===== config.mk =====
export PLATFORM = sky130hd
export DESIGN_NAME = hpdcache_mem_read_arb
export DESIGN_NICKNAME = d
export VERILOG_FILES = /design/src/rtl/hpdcache_mem_read_arb.sv
export SDC_FILE = /design/constraint.sdc
export NUM_CORES = 1
export LEC_CHECK = 0
export ABC_AREA = 1
export CAP_MARGIN = 20
export CORE_AREA = 3 3 501 503
export CTS_BUF_LIST = sky130_fd_sc_hd__clkbuf_8
export DETAILED_ROUTE_END_ITERATION = 8
export DIE_AREA = 0 0 504 506
export PLACE_DENSITY = 0.31
export SLEW_MARGIN = 0
export SYNTH_ARGS = -nofsm -noshare
export SYNTH_HDL_FRONTEND = slang
export SYNTH_SLANG_ARGS = --single-unit

===== constraint.sdc =====
create_clock -name clk_i -period 2 [get_ports clk_i]
set_clock_uncertainty 0.2 [all_clocks]
set_input_delay 0.2 -clock clk_i [delete_from_list [all_inputs] [get_ports clk_i]]
set_output_delay 0.2 -clock clk_i [all_outputs]
set_load 0.02 [all_outputs]

===== src/rtl/hpdcache_mem_read_arb.sv =====
`timescale 1ns/1ps
`default_nettype none
// ============================================================================
//  Module   : hpdcache_mem_read_arb
//  Purpose  : Shares one memory read channel among NSRC read requesters.
//             Requests are arbitrated round-robin, tagged with the source
//             index in the upper memory-ID bits and registered in a
//             one-entry output stage. Response beats are routed back to the
//             originating source by ID with zero latency. Each source has a
//             bounded number of in-flight transactions.
//  Ports    : clk_i / rst_ni            clock, async active-low reset
//             src_req_*                 per-source request channels (flat)
//             mem_req_*                 arbitrated memory request channel
//             mem_rsp_*                 memory response channel
//             src_rsp_*                 per-source valid/ready, broadcast payload
//  Revision : 1.0  initial release
// ============================================================================
module hpdcache_mem_read_arb #(
    parameter int NSRC       = 2,
    parameter int ADDR_W     = 56,
    parameter int ID_W       = 7,
    parameter int DATA_W     = 512,
    parameter int MAX_OUTSTD = 4,
    parameter int SRC_W      = (NSRC > 1) ? $clog2(NSRC) : 1
) (
    input  logic                     clk_i,
    input  logic                     rst_ni,

    input  logic [NSRC-1:0]          src_req_valid_i,
    output logic [NSRC-1:0]          src_req_ready_o,
    input  logic [NSRC*ADDR_W-1:0]   src_req_addr_i,
    input  logic [NSRC*8-1:0]        src_req_len_i,
    input  logic [NSRC*3-1:0]        src_req_size_i,
    input  logic [NSRC*ID_W-1:0]     src_req_id_i,

    output logic                     mem_req_valid_o,
    input  logic                     mem_req_ready_i,
    output logic [ADDR_W-1:0]        mem_req_addr_o,
    output logic [7:0]               mem_req_len_o,
    output logic [2:0]               mem_req_size_o,
    output logic [ID_W+SRC_W-1:0]    mem_req_id_o,

    input  logic                     mem_rsp_valid_i,
    output logic                     mem_rsp_ready_o,
    input  logic [ID_W+SRC_W-1:0]    mem_rsp_id_i,
    input  logic [DATA_W-1:0]        mem_rsp_data_i,
    input  logic                     mem_rsp_error_i,
    input  logic                     mem_rsp_last_i,

    output logic [NSRC-1:0]          src_rsp_valid_o,
    input  logic [NSRC-1:0]          src_rsp_ready_i,
    output logic [ID_W-1:0]          src_rsp_id_o,
    output logic [DATA_W-1:0]        src_rsp_data_o,
    output logic                     src_rsp_error_o,
    output logic                     src_rsp_last_o
);

    localparam int CNT_W = $clog2(MAX_OUTSTD + 1);
    localparam logic [CNT_W-1:0] c_outstd_max = CNT_W'(MAX_OUTSTD);
    localparam logic [SRC_W-1:0] c_src_last   = SRC_W'(NSRC - 1);

    // Output stage state
    localparam logic [0:0] c_st_empty = 1'b0;
    localparam logic [0:0] c_st_full  = 1'b1;

    logic [0:0]            r_state;
    logic [SRC_W-1:0]      r_ptr;
    logic [CNT_W-1:0]      r_outstd [NSRC];
    logic [ADDR_W-1:0]     r_addr;
    logic [7:0]            r_len;
    logic [2:0]            r_size;
    logic [ID_W+SRC_W-1:0] r_id;

    logic [NSRC-1:0]       w_elig;
    logic [NSRC-1:0]       w_mask_hi;
    logic                  w_any;
    logic [SRC_W-1:0]      w_grant;
    logic                  w_can_load;
    logic                  w_load;
    logic [NSRC-1:0]       w_inc;
    logic [NSRC-1:0]       w_dec;
    logic [NSRC-1:0]       w_rsp_hit;
    logic                  w_src_ok;
    logic [SRC_W-1:0]      w_rsp_src;
    logic                  w_rsp_hs_last;
    logic [ADDR_W-1:0]     w_sel_addr;
    logic [7:0]            w_sel_len;
    logic [2:0]            w_sel_size;
    logic [ID_W-1:0]       w_sel_id;

    // ------------------------------------------------------------------
    // Per-source eligibility, response decode and counter strobes
    // ------------------------------------------------------------------
    assign w_rsp_src     = mem_rsp_id_i[ID_W +: SRC_W];
    assign w_rsp_hs_last = mem_rsp_valid_i & mem_rsp_ready_o & mem_rsp_last_i;

    genvar gi;
    generate
        for (gi = 0; gi < NSRC; gi++) begin : g_src
            assign w_elig[gi]          = src_req_valid_i[gi] && (r_outstd[gi] < c_outstd_max);
            assign w_rsp_hit[gi]       = (w_rsp_src == SRC_W'(gi));
            assign w_inc[gi]           = w_load && (w_grant == SRC_W'(gi));
            assign w_dec[gi]           = w_rsp_hs_last & w_rsp_hit[gi];
            assign src_req_ready_o[gi] = w_inc[gi];
            assign src_rsp_valid_o[gi] = mem_rsp_valid_i & w_rsp_hit[gi];
        end
    endgenerate

    // An ID whose source field decodes to no requester can only appear when
    // NSRC is not a power of two; such beats are swallowed.
    assign w_src_ok        = |w_rsp_hit;
    assign mem_rsp_ready_o = w_src_ok ? |(src_rsp_ready_i & w_rsp_hit) : 1'b1;
    assign src_rsp_id_o    = mem_rsp_id_i[ID_W-1:0];
    assign src_rsp_data_o  = mem_rsp_data_i;
    assign src_rsp_error_o = mem_rsp_error_i;
    assign src_rsp_last_o  = mem_rsp_last_i;

    // ------------------------------------------------------------------
    // Round-robin grant: sources at or above the pointer take priority;
    // if none of them is eligible, fall back to the lowest eligible index.
    // ------------------------------------------------------------------
    always_comb begin
        logic v_seen;
        v_seen    = 1'b0;
        w_mask_hi = '0;
        for (int i = 0; i < NSRC; i++) begin
            if (SRC_W'(i) == r_ptr) begin
                v_seen = 1'b1;
            end
            w_mask_hi[i] = v_seen;
        end
    end

    always_comb begin
        logic [NSRC-1:0] v_hi;
        v_hi    = w_elig & w_mask_hi;
        w_any   = |w_elig;
        w_grant = '0;
        // Descending scan so the lowest matching index wins.
        for (int i = NSRC - 1; i >= 0; i--) begin
            if (w_elig[i] && (v_hi == '0)) begin
                w_grant = SRC_W'(i);
            end
        end
        for (int i = NSRC - 1; i >= 0; i--) begin
            if (v_hi[i]) begin
                w_grant = SRC_W'(i);
            end
        end
    end

    // Output stage may take a new request when empty or draining this cycle.
    assign w_can_load = (r_state == c_st_empty) || mem_req_ready_i;
    assign w_load     = w_can_load && w_any;

    always_comb begin
        w_sel_addr = '0;
        w_sel_len  = '0;
        w_sel_size = '0;
        w_sel_id   = '0;
        for (int i = 0; i < NSRC; i++) begin
            if (w_grant == SRC_W'(i)) begin
                w_sel_addr = src_req_addr_i[i*ADDR_W +: ADDR_W];
                w_sel_len  = src_req_len_i[i*8 +: 8];
                w_sel_size = src_req_size_i[i*3 +: 3];
                w_sel_id   = src_req_id_i[i*ID_W +: ID_W];
            end
        end
    end

    // ------------------------------------------------------------------
    // Output stage, pointer and outstanding counters
    // ------------------------------------------------------------------
    always_ff @(posedge clk_i or negedge rst_ni) begin
        if (!rst_ni) begin
            r_state <= c_st_empty;
            r_ptr   <= '0;
            r_addr  <= '0;
            r_len   <= '0;
            r_size  <= '0;
            r_id    <= '0;
        end else begin
            if (w_load) begin
                r_state <= c_st_full;
                r_ptr   <= (w_grant == c_src_last) ? '0 : w_grant + SRC_W'(1);
                r_addr  <= w_sel_addr;
                r_len   <= w_sel_len;
                r_size  <= w_sel_size;
                r_id    <= {w_grant, w_sel_id};
            end else if ((r_state == c_st_full) && mem_req_ready_i) begin
                r_state <= c_st_empty;
            end
        end
    end

    always_ff @(posedge clk_i or negedge rst_ni) begin
        if (!rst_ni) begin
            for (int i = 0; i < NSRC; i++) begin
                r_outstd[i] <= '0;
            end
        end else begin
            for (int i = 0; i < NSRC; i++) begin
                case ({w_inc[i], w_dec[i]})
                    2'b10:   r_outstd[i] <= r_outstd[i] + CNT_W'(1);
                    2'b01:   r_outstd[i] <= r_outstd[i] - CNT_W'(1);
                    default: r_outstd[i] <= r_outstd[i];
                endcase
            end
        end
    end

    assign mem_req_valid_o = (r_state == c_st_full);
    assign mem_req_addr_o  = r_addr;
    assign mem_req_len_o   = r_len;
    assign mem_req_size_o  = r_size;
    assign mem_req_id_o    = r_id;

`ifndef SYNTHESIS
    a_rsp_src_in_range : assert property (
        @(posedge clk_i) disable iff (!rst_ni) mem_rsp_valid_i |-> w_src_ok);

    generate
        for (gi = 0; gi < NSRC; gi++) begin : g_chk
            a_no_underflow : assert property (
                @(posedge clk_i) disable iff (!rst_ni) w_dec[gi] |-> (r_outstd[gi] != '0));
        end
    endgenerate
`endif

endmodule
`default_nettype wire


==> impl_table.tex <==
\begin{tabular}{lr}
\hline
Metric & Value \\
\hline
\multicolumn{2}{l}{\textbf{Outcome}} \\
Outcome & finished, violations left \\
Violations in the final reports & negative setup slack \\
\multicolumn{2}{l}{\textbf{STA}} \\
FMAX & around 0.48 GHz \\
Final setup violation count & 3 \\
RSZ-0062 raised after global routing & yes \\
Pin slew with the least headroom to its limit & 579.9 ps \\
Fin crit share & 105.0\% \\
Setup ws final & -100.4 ps \\
Period minus WS final & 2100 ps \\
Total Neg Setup Slack & -210.5 ps \\
Number of hold violations in the final report & 0 \\
Headroom to the max-slew limit & 61.34\% \\
Number of pins with negative max-slew slack in the final report & 0 \\
\multicolumn{2}{l}{\textbf{Detailed routing}} \\
DR WL/cell & 31.25 um \\
Total wire length after detailed routing & approximately 130000 um \\
Routed length on met3 & between 50000 and 60000 um \\
Highest routing layer actually used & met5 \\
Wl on met1 & approximately 17000 um \\
Length of routed met2 wiring & 56030 um \\
Detailed-route vias per instance & between 1 and 1.5 \\
DRT Pass-1 Iters & 5 \\
DRC violation count after routing & 0 \\
Number of vias after detailed routing & about 6100 \\
Remaining antenna violation count & 0 \\
Iteration-0 DRC Markers & between 200 and 300 \\
\multicolumn{2}{l}{\textbf{Job}} \\
MaxCap Viol Count & 0 \\
\multicolumn{2}{l}{\textbf{Setup path}} \\
CP arrival & about 2200 ps \\
CP Launch Type & flip-flop \\
Critical Path, Cell by Cell & inv\_2 -> nand2\_4 -> inv\_4 -> nand2\_4 -> buf\_12 -> nor2\_4 -> inv\_2 -> ha\_4 -> fa\_2 -> a21oi\_2 -> o21ai\_2 -> xor2\_1 \\
Delay contributed by the slowest stage of the critical path & 380 ps \\
Maximum fanout along the worst path & 2 \\
Worst-path cell with the longest stage delay & sky130\_fd\_sc\_hd\_\_dfrtp\_1 \\
CP Data Required Time & 2130 ps \\
CP endpoint kind & flip-flop \\
Crit path kind & reg2reg \\
\multicolumn{2}{l}{\textbf{Synthesis}} \\
Post-synth cell types & 21 \\
Post-synth net total & approximately 1800 \\
Mean cell area of the mapped netlist & between 7 and 8 um\^{}2 \\
Post-synthesis cell area & 8272 um\^{}2 \\
Cell count after synthesis & 1139 \\
Flip-flop and latch count after synthesis & 83 \\
Synth warn & 0 \\
Register area share after synthesis & 25.11\% \\
\multicolumn{2}{l}{\textbf{Global route}} \\
Via count of the first global-routing pass & 6349 \\
Largest net degree at the start of global routing & 43 \\
Number of antenna violations at the first check in global routing & 21 \\
Overflow left after global routing & 0 \\
Global-route wire length before repair & $\sim$150000 um \\
Global-route total usage across every layer & 9.930\% \\
\multicolumn{2}{l}{\textbf{Final layout}} \\
Most common cell after layout, fill and taps aside & sky130\_fd\_sc\_hd\_\_nand2\_1 \\
Utilization after layout & between 4 and 5\% \\
Area growth from synthesis to layout & 40.46\% \\
Commonest non-fill, non-tap cells in the layout & sky130\_fd\_sc\_hd\_\_nand2\_1 (371), sky130\_fd\_sc\_hd\_\_clkdlybuf4s50\_1 (211), sky130\_fd\_sc\_hd\_\_dfrtp\_1 (82) \\
Layout net count & between 1500 and 2000 \\
Share of layout cells above drive strength 1 & 12.88\% \\
\multicolumn{2}{l}{\textbf{Pwr}} \\
Share of total power consumed by net switching & 47.09\% \\
Pwr/cell area & approximately 990 nW/um\^{}2 \\
Internal Dissipation & $\sim$6 mW \\
Combinational power share & about three fifths \\
Share of power burned in registers & between 20\% and 30\% \\
Leakage power of the design & 3.917 nW \\
PnR Total Power & between 10 and 15 mW \\
Largest voltage drop on the vdd net & around 0.37 mV \\
Clock share of power & between 10\% and 20\% \\
NetSw & about 5.4 mW \\
\multicolumn{2}{l}{\textbf{Floorplanning}} \\
Standard-cell rows & about 180 \\
Top-Level Pins & 1280 \\
Die outline width & approximately 500 um \\
Die outline area & 255000 um\^{}2 \\
Initial core utilization & about 3.4\% \\
Floorplan core area & 246400 um\^{}2 \\
Die Ht & 506 um \\
\multicolumn{2}{l}{\textbf{CTS}} \\
CTS root buffer & sky130\_fd\_sc\_hd\_\_clkbuf\_8 \\
Insertion delay to the later sink of the worst-skew pair & $\sim$450 ps \\
Maximum level of the CTS H-tree & 3 \\
CTS sink count & 83 \\
Maximum root-to-sink buffer count & 2 \\
CTS clk-pin slew, worst paths & roughly 90 ps \\
Number of buffers created by CTS & 9 \\
Clock tree from TritonCTS & done \\
\multicolumn{2}{l}{\textbf{Worst hold path}} \\
Tightest Hold Check Type & in2async \\
\multicolumn{2}{l}{\textbf{Placement}} \\
Worst slack at placement & -607.1 ps \\
PortBufs & approximately 240 \\
Gpl congestion & between 0.7 and 0.8 \\
Half-perimeter wire length after placement & around 120000 um \\
\hline
\end{tabular}
-- per-stage QoR --
| stage | std cells | area [um^2] | hold WS (ps) |
|---|---|---|---|
| floorplan | 1139 | 8314 | -295.6 |
| detailed placement | 4171 | 11090 | -0.01704 |
| CTS | 4193 | 11470 | 34.14 |
| global placement | 4171 | 11090 | -1.353 |
| finish | 4207 | 11620 | 62.82 |
| global route | 4198 | 11600 | 50.94 |
-- synthesized netlist by cell type --
master | number | area share, %
sky130_fd_sc_hd__fa_1 | 2 | 0.48
sky130_fd_sc_hd__mux2_2 | 1 | 0.14
sky130_fd_sc_hd__nand3_1 | 74 | 4.5
sky130_fd_sc_hd__clkbuf_1 | 4 | 0.18
sky130_fd_sc_hd__ha_1 | 2 | 0.30
sky130_fd_sc_hd__nand2_2 | 3 | 0.23
sky130_fd_sc_hd__nor4_1 | 1 | 0.076
sky130_fd_sc_hd__dfrtp_1 | 83 | 25
sky130_fd_sc_hd__xor2_1 | 2 | 0.21
sky130_fd_sc_hd__nor2_1 | 4 | 0.18
sky130_fd_sc_hd__buf_2 | 23 | 1.4
sky130_fd_sc_hd__inv_2 | 5 | 0.23
sky130_fd_sc_hd__inv_1 | 10 | 0.45
sky130_fd_sc_hd__a21oi_1 | 1 | 0.060
sky130_fd_sc_hd__nor3_1 | 1 | 0.060
sky130_fd_sc_hd__nand2_1 | 382 | 17
sky130_fd_sc_hd__buf_4 | 533 | 48
sky130_fd_sc_hd__nand3_2 | 1 | 0.12
sky130_fd_sc_hd__buf_6 | 1 | 0.14
sky130_fd_sc_hd__xnor2_1 | 2 | 0.21
sky130_fd_sc_hd__o21ai_0 | 4 | 0.24
-- timing repair --
| item | 4_1_cts | 5_1_grt |
|---|---|---|
| endpoints found under the hold margin | 83 | 0 |
| gates resized for setup | 26 | 29 |
| pin swaps | 5 | 6 |
| hold buffers | 1 | 0 |
| buffers inserted | 6 | 4 |
| setup endpoints to repair | 18 | 12 |
-- layer usage --
layer / vias to the layer above / global-route usage, %
met5: - / 0.8704
met4: 16 / 5.194
met3: 286 / 17.75
met2: 899 / 14.95
met1: 2468 / 3.695
li1: 2436 / -
-- layout make-up --
| cell class | instances | area (um^2) |
|---|---|---|
| clock inverters | 6 | 137.6 |
| repair buffers | 292 | 2939 |
| well taps | 3312 | 4144 |
| clock buffers | 9 | 123.9 |
| diodes | 10 | 25.02 |
| fillers | 29450 | 234800 |
| multi-input cells | 480 | 2106 |
| inverters | 15 | 65.06 |
| flip-flops and latches | 83 | 2078 |
-- cell families (layout without fill, tap and decap cells) --
kind of cell / count (synthesis) / count (layout) / synth area share [%]
flip-flops: 83 / 83 / 25.11
AND/OR/NAND/NOR: 466 / 466 / 22.48
multiplexers: 1 / 1 / 0.1361
buffers and inverters: 576 / 322 / 50.76
AO/OA/AOI/OAI: 5 / 5 / 0.3025
other: 0 / 10 / 0
adder cells (fa/ha/maj): 4 / 4 / 0.7865
XOR/XNOR: 4 / 4 / 0.4236
-- worst paths after layout --
check | startpoint | endpoint | slack [ps] | depth (start not counted)
worst min register to register | mem_req_addr_o[9] | mem_req_addr_o[9] | 280 | 2
worst min-delay path | rst_ni | r_outstd[4] | 60 | 2
worst max register to register | r_outstd[2] | r_outstd[2] | -100 | 12
min in group clk_i | src_req_addr_i[3] | mem_req_addr_o[3] | 150 | 5
worst max-delay path | r_outstd[2] | r_outstd[2] | -100 | 12
max in group asynchronous | rst_ni | mem_req_id_o[7] | 930 | 3
-- registers in the layout, summed over array words and instances, names as in the netlist --
signal and cells:
mem_req_size_o 3, r_ptr 1, mem_req_id_o 8, r_outstd 6
mem_req_valid_o 1, mem_req_addr_o 56, mem_req_len_o 8
-- worst max-delay path: cells and delay by family, from the launching register on --
| kind | cells | cell delay, ps |
|---|---|---|
| AOI/OAI and AO/OA | 2 | 230 |
| xor gates and xnor gates | 1 | 140 |
| adders and majority gates | 2 | 500 |
| buffers and inverters | 4 | 330 |
| DFF | 1 | 380 |
| and+or+nand+nor | 3 | 200 |
-- power groups by stage --
| stage | clock network, mW | logic, mW | registers (mW) |
|---|---|---|---|
| after CTS | 2.00 | 6.98 | 2.93 |
| final | 1.83 | 6.74 | 2.92 |
| after floorplan | 0 | 3.64 | 3.81 |
| after global placement | 0 | 6.86 | 2.97 |
| after global routing | 1.99 | 7.43 | 3.04 |
| after detailed placement | 0 | 6.87 | 2.96 |
Power figures use the tool's default switching activity.
